File: src/rtl/back_error_calculation_vec.sv
// IEEE-754 single multiplier, round-to-nearest-even, denormals flushed to zero, canonical NaN 0x7FC00000.
// Latency: 7 cycles from valid_in to valid_out, one operand pair per cycle.
// Backpressure: none; every accepted pair emerges, reset clears everything in flight.
module multiplier_floating_point32 (
    input  logic        clk,
    input  logic        rst_n,
    input  logic        valid_in,
    input  logic [31:0] a,
    input  logic [31:0] b,
    output logic        valid_out,
    output logic [31:0] result
);
    logic [31:0]      a_q, b_q, res_c;
    logic [6:0]       vld_sr;
    logic [6:1][31:0] res_sr;

    logic        sign, guard, sticky;
    logic        a_nan, b_nan, a_inf, b_inf, a_zero, b_zero;
    logic [47:0] prod;
    logic [22:0] mant;
    logic [23:0] mant_r;
    int          e;

    always_comb begin
        sign   = a_q[31] ^ b_q[31];
        a_nan  = (a_q[30:23] == 8'hFF) && (a_q[22:0] != '0);
        b_nan  = (b_q[30:23] == 8'hFF) && (b_q[22:0] != '0);
        a_inf  = (a_q[30:23] == 8'hFF) && (a_q[22:0] == '0);
        b_inf  = (b_q[30:23] == 8'hFF) && (b_q[22:0] == '0);
        a_zero = (a_q[30:23] == 8'h00);
        b_zero = (b_q[30:23] == 8'h00);
        prod   = {1'b1, a_q[22:0]} * {1'b1, b_q[22:0]};
        if (prod[47]) begin
            mant   = prod[46:24];
            guard  = prod[23];
            sticky = |prod[22:0];
            e      = int'(a_q[30:23]) + int'(b_q[30:23]) - 126;
        end else begin
            mant   = prod[45:23];
            guard  = prod[22];
            sticky = |prod[21:0];
            e      = int'(a_q[30:23]) + int'(b_q[30:23]) - 127;
        end
        mant_r = {1'b0, mant} + 24'(guard && (sticky || mant[0]));
        // A rounding carry leaves the fraction at zero and bumps the exponent.
        if (mant_r[23]) e = e + 1;

        if (a_nan || b_nan || (a_inf && b_zero) || (b_inf && a_zero))
            res_c = 32'h7FC0_0000;
        else if (a_inf || b_inf)
            res_c = {sign, 8'hFF, 23'd0};
        else if (a_zero || b_zero || e <= 0)
            res_c = {sign, 31'd0};
        else if (e >= 255)
            res_c = {sign, 8'hFF, 23'd0};
        else
            res_c = {sign, e[7:0], mant_r[22:0]};
    end

    always_ff @(posedge clk or negedge rst_n) begin
        if (!rst_n) begin
            a_q    <= '0;
            b_q    <= '0;
            vld_sr <= '0;
            res_sr <= '0;
        end else begin
            a_q       <= a;
            b_q       <= b;
            vld_sr    <= {vld_sr[5:0], valid_in};
            res_sr[1] <= res_c;
            for (int i = 2; i <= 6; i++) res_sr[i] <= res_sr[i-1];
        end
    end

    assign valid_out = vld_sr[6];
    assign result    = res_sr[6];
endmodule

// Back-propagation weight error: computes (delta*LR) once, then streams delta*LR*x for NUM_POINTS points.
// Latency: 7 cycles per point after acceptance; first point accepted 8 cycles after start.
// Backpressure: o_ready gates i_valid; unaccepted points are dropped, outputs cannot be stalled.
module back_error_calculation_vec #(
    parameter int                    DATA_WIDTH    = 32,
    parameter logic [DATA_WIDTH-1:0] LEARNING_RATE = 'h3B03126F,
    parameter int                    NUM_POINTS    = 64,
    parameter int                    INDEX_WIDTH   = (NUM_POINTS > 1) ? $clog2(NUM_POINTS) : 1
) (
    input  logic                   clk,
    input  logic                   rst_n,
    input  logic                   i_start,
    input  logic [DATA_WIDTH-1:0]  i_delta,
    input  logic [DATA_WIDTH-1:0]  i_learning_rate,
    input  logic                   i_lr_override,
    input  logic                   i_valid,
    input  logic [DATA_WIDTH-1:0]  i_data_point,
    output logic                   o_ready,
    output logic [DATA_WIDTH-1:0]  o_error,
    output logic [INDEX_WIDTH-1:0] o_index,
    output logic                   o_valid,
    output logic                   o_last,
    output logic                   o_busy
);
    localparam int CNT_W = $clog2(NUM_POINTS + 1);

    localparam logic [1:0] IDLE   = 2'd0;
    localparam logic [1:0] SCALE  = 2'd1;
    localparam logic [1:0] STREAM = 2'd2;
    localparam logic [1:0] DRAIN  = 2'd3;

    logic [1:0]            state;
    logic [CNT_W-1:0]      in_count;
    logic [INDEX_WIDTH-1:0] out_count;
    logic [DATA_WIDTH-1:0] scaled_delta;

    logic                  accept, stream_out;
    logic                  mul_vld_in, mul_vld_out;
    logic [31:0]           mul_a, mul_b, mul_res;

    assign o_ready    = (state == STREAM) && (in_count < CNT_W'(NUM_POINTS));
    assign accept     = o_ready && i_valid;
    // The only result that can emerge in SCALE is delta*LR; it never reaches o_valid.
    assign stream_out = mul_vld_out && ((state == STREAM) || (state == DRAIN));

    assign mul_vld_in = ((state == IDLE) && i_start) || accept;
    assign mul_a      = (state == IDLE) ? i_delta : scaled_delta;
    assign mul_b      = (state == IDLE) ? (i_lr_override ? i_learning_rate : LEARNING_RATE)
                                        : i_data_point;

    multiplier_floating_point32 u_mul (
        .clk       (clk),
        .rst_n     (rst_n),
        .valid_in  (mul_vld_in),
        .a         (mul_a),
        .b         (mul_b),
        .valid_out (mul_vld_out),
        .result    (mul_res)
    );

    assign o_valid = stream_out;
    assign o_error = stream_out ? mul_res : '0;
    assign o_index = out_count;
    assign o_last  = stream_out && (out_count == INDEX_WIDTH'(NUM_POINTS - 1));
    assign o_busy  = (state != IDLE);

    always_ff @(posedge clk or negedge rst_n) begin
        if (!rst_n) begin
            state        <= IDLE;
            in_count     <= '0;
            out_count    <= '0;
            scaled_delta <= '0;
        end else begin
            case (state)
                IDLE: if (i_start) state <= SCALE;
                SCALE: if (mul_vld_out) begin
                    scaled_delta <= mul_res;
                    state        <= STREAM;
                end
                STREAM: if (accept) begin
                    in_count <= in_count + 1'b1;
                    if (in_count == CNT_W'(NUM_POINTS - 1)) state <= DRAIN;
                end
                default: if (o_last) state <= IDLE;
            endcase

            if (o_last) begin
                in_count  <= '0;
                out_count <= '0;
            end else if (stream_out) begin
                out_count <= out_count + 1'b1;
            end
        end
    end
endmodule

File: config.mk
export PLATFORM = sky130hd
export DESIGN_NAME = back_error_calculation_vec
export DESIGN_NICKNAME = d
export VERILOG_FILES = /design/src/rtl/back_error_calculation_vec.sv
export SDC_FILE = /design/constraint.sdc
export NUM_CORES = 2
export LEC_CHECK = 0
export BUFFER_PORTS_ARGS = -buffer_cell sky130_fd_sc_hd__clkbuf_2
export CAP_MARGIN = 20
export CORE_MARGIN = 1.5
export CORE_UTILIZATION = 52
export DETAILED_ROUTE_END_ITERATION = 10
export PLACE_DENSITY = 0.69
export SLEW_MARGIN = 20
export SYNTH_ARGS = -nofsm -noshare
export SYNTH_HDL_FRONTEND = slang
export SYNTH_HIERARCHICAL = 1
export SYNTH_SLANG_ARGS = --single-unit
export TNS_END_PERCENT = 100
File: constraint.sdc
create_clock -name clk -period 13.7 [get_ports clk]
set_input_delay 1.37 -clock clk [delete_from_list [all_inputs] [get_ports clk]]
set_output_delay 1.37 -clock clk [all_outputs]
set_load 0.02 [all_outputs]
==> flow_summary.json <==
{
  "outcome": "finished, final reports clean",
  "grt_max_degree": 85,
  "yosysWarnings": 6,
  "fin_hold_ws_ns": 0.320,
  "min_period_ns": 11.16,
  "clk_latency_ns": 0.59,
  "crit_buf_inv": 6,
  "rsz0062_at_grt": "false",
  "die_w_um": 253,
  "critical_path_arrival_ns": 11.61,
  "slowest_delay_ns": 0.94,
  "crit_type": "reg -> reg",
  "synthSimpleGateAreaFrac_pct": 16.0,
  "end_kind": "flop",
  "drive_above_1_share_pct": 10.9,
  "area_delta_synth_final_pct": 7.13,
  "period_share_pct": 81.4,
  "grt_overflow": 0,
  "fin_skew_ns": 0.0456,
  "grt_pass1_wl_um": 141000,
  "vias": 23400,
  "cp_data_required_time_ns": 14.16,
  "rows": 91,
  "drc_errors": 0,
  "critPathTopFamily": "adder cells",
  "cts_max_level": 1,
  "cts_buffers": 30,
  "slew_headroom_pct": 22.9,
  "crit_top_cell": "fa_1",
  "preCtsSetupSlack_ns": 2.69,
  "clk_pin_slew_worst_paths_ns": 0.07,
  "start_kind": "flop",
  "final_cell_mix": "inv_1 (590), fa_1 (483), nand2_1 (408)",
  "timing.final.ws_setup_ns": 2.54,
  "start_util_pct": 52.6,
  "slowest_stage": "dfrtp_1",
  "hold_violations": 0,
  "wirelength_um": 88000,
  "post_cts_resized": 0,
  "synth_top_family_by_area": "adder cells",
  "synthFlopType": "dfrtp_1",
  "synth.area.mux_share_pct": 2.96,
  "grt_pass1_vias": 24700,
  "cts.sinks": 310,
  "grt_antenna_before_repair": 2,
  "yosysSeqAreaShare_pct": 24.0,
  "ys_ff_latch": 310,
  "port_buffers": 142,
  "async_reset_ff_share_pct": 100,
  "grtUsageTotal_pct": 28.9,
  "worstMarginPinSlew_ns": 1.16,
  "dp_cells": 4154,
  "die_h_um": 253,
  "syn_area_um2": 32400,
  "core_area_um2": 61600,
  "dieArea_um2": 63800,
  "drv_cap": 0,
  "synth_cell_types": 96,
  "setup_viol": 0,
  "cts_buffer_depth": 3,
  "synth-edff-count": 0,
  "cts-root-buf": "clkbuf_16",
  "crit_fanout": 30,
  "holdBufCountCts": 0,
  "cts.repair_timing.setup_buffer_count": 0,
  "fmax_mhz": 89.6,
  "dp_hpwl_um": 66400,
  "postSynthCellCount": 3318,
  "ant_nets": 0,
  "avgViaCountPerCell": 5.56,
  "io_pins": 143,
  "syn-num-nets": 4094,
  "nNetsFinal": 4125,
  "layout_commonest_cell": "inv_1",
  "diodes": 0,
  "drtPass1Iterations": 7,
  "final_cells": 4209,
  "wl_per_cell_um": 20.9,
  "final.setup.tns_ns": 0,
  "hold_class": "reg -> reg",
  "place.gp.congestion": 0.946,
  "synthAdderAreaFrac_pct": 37.3,
  "first_iter_violations": 1962,
  "cts_tree": "built",
  "syn_avg_cell_area_um2": 9.76,
  "synth-compound-area-share_pct": 7.65,
  "slew_violations": 0,
  "synth-xor-area-share_pct": 2.54
}
## area by class of cell
type                            count  area, um^2
Clock buffer                       44         893
Clock inverter                     11         184
Fill cell                        5387       26900
Inverter                          596        2240
Multi-Input combinational cell   2225       21500
Sequential cell                   310        7760
Tap cell                          837        1050
Timing Repair Buffer              186        1050
## logic make-up after synthesis
family          count (synthesis)
compound gates                341
xor+xnor                       94
fa+ha+maj                     675
buf+inv                       783
flops                         310
mux                            87
simple gates                 1028
## metrics by stage
stage	area, um^2	utilization, %
floorplan	32400	-
global placement	33600	54.6
detailed placement	33600	54.6
CTS	34700	56.3
global route	34700	56.3
finish	34700	56.3
## Yosys cell counts (10+ instances only)
master / instances / area (um^2)
inv_1: 590 / 2210
fa_1: 483 / 9670
nand2_1: 408 / 1530
dfrtp_1: 310 / 7760
and2_1: 271 / 1700
ha_1: 192 / 2400
nor2_1: 134 / 503
clkbuf_1: 109 / 409
a21oi_1: 83 / 415
mux2_2: 70 / 788
xnor2_1: 58 / 508
o21ai_0: 50 / 250
buf_2: 38 / 190
xor2_1: 36 / 315
buf_4: 34 / 255
nor3_1: 34 / 170
nand3_1: 31 / 155
nand4_1: 29 / 181
nor4_1: 26 / 163
a31oi_1: 20 / 125
a22o_1: 19 / 166
and3_1: 17 / 106
mux2i_1: 16 / 160
o211ai_1: 16 / 120
o22a_1: 16 / 140
a21o_1: 15 / 113
o21a_1: 12 / 90.1
or3_1: 12 / 75.1
a211oi_2: 10 / 125
o21ai_1: 10 / 50.1
## layer usage
metal	vias up	part of all wire (%)	track usage, %
li1	10400	-	-
met3	205	7.5	5.35
met4	0	4.2	10.1
met1	11800	41	39.2
met5	-	0	0
met2	921	47	46.5
## worst paths after layout
kind / from / endpoint / slack (ns) / depth (start not counted)
setup / recovery: u_mul/a_q[1] / u_mul/res_sr[18] / 2.54 / 31
hold / removal: u_mul/res_sr[66] / u_mul/res_sr[98] / 0.32 / 0
setup reg to reg: u_mul/a_q[1] / u_mul/res_sr[18] / 2.54 / 31
hold reg to reg: u_mul/res_sr[66] / u_mul/res_sr[98] / 0.32 / 0
max in group asynchronous: rst_n / u_mul/res_sr[129] / 10.67 / 3
min in group asynchronous: rst_n / in_count[4] / 0.76 / 1
## flip-flops by register name, summed over array words and instances (netlist names)
register / count
u_mul/res_sr: 160
o_index: 6
u_mul/result: 32
in_count: 7
u_mul/a_q: 32
u_mul/vld_sr: 7
scaled_delta: 32
state: 2
u_mul/b_q: 32
Power is not shown: default switching activity piles up to over one toggle a cycle in this logic, so the estimate is an artifact.
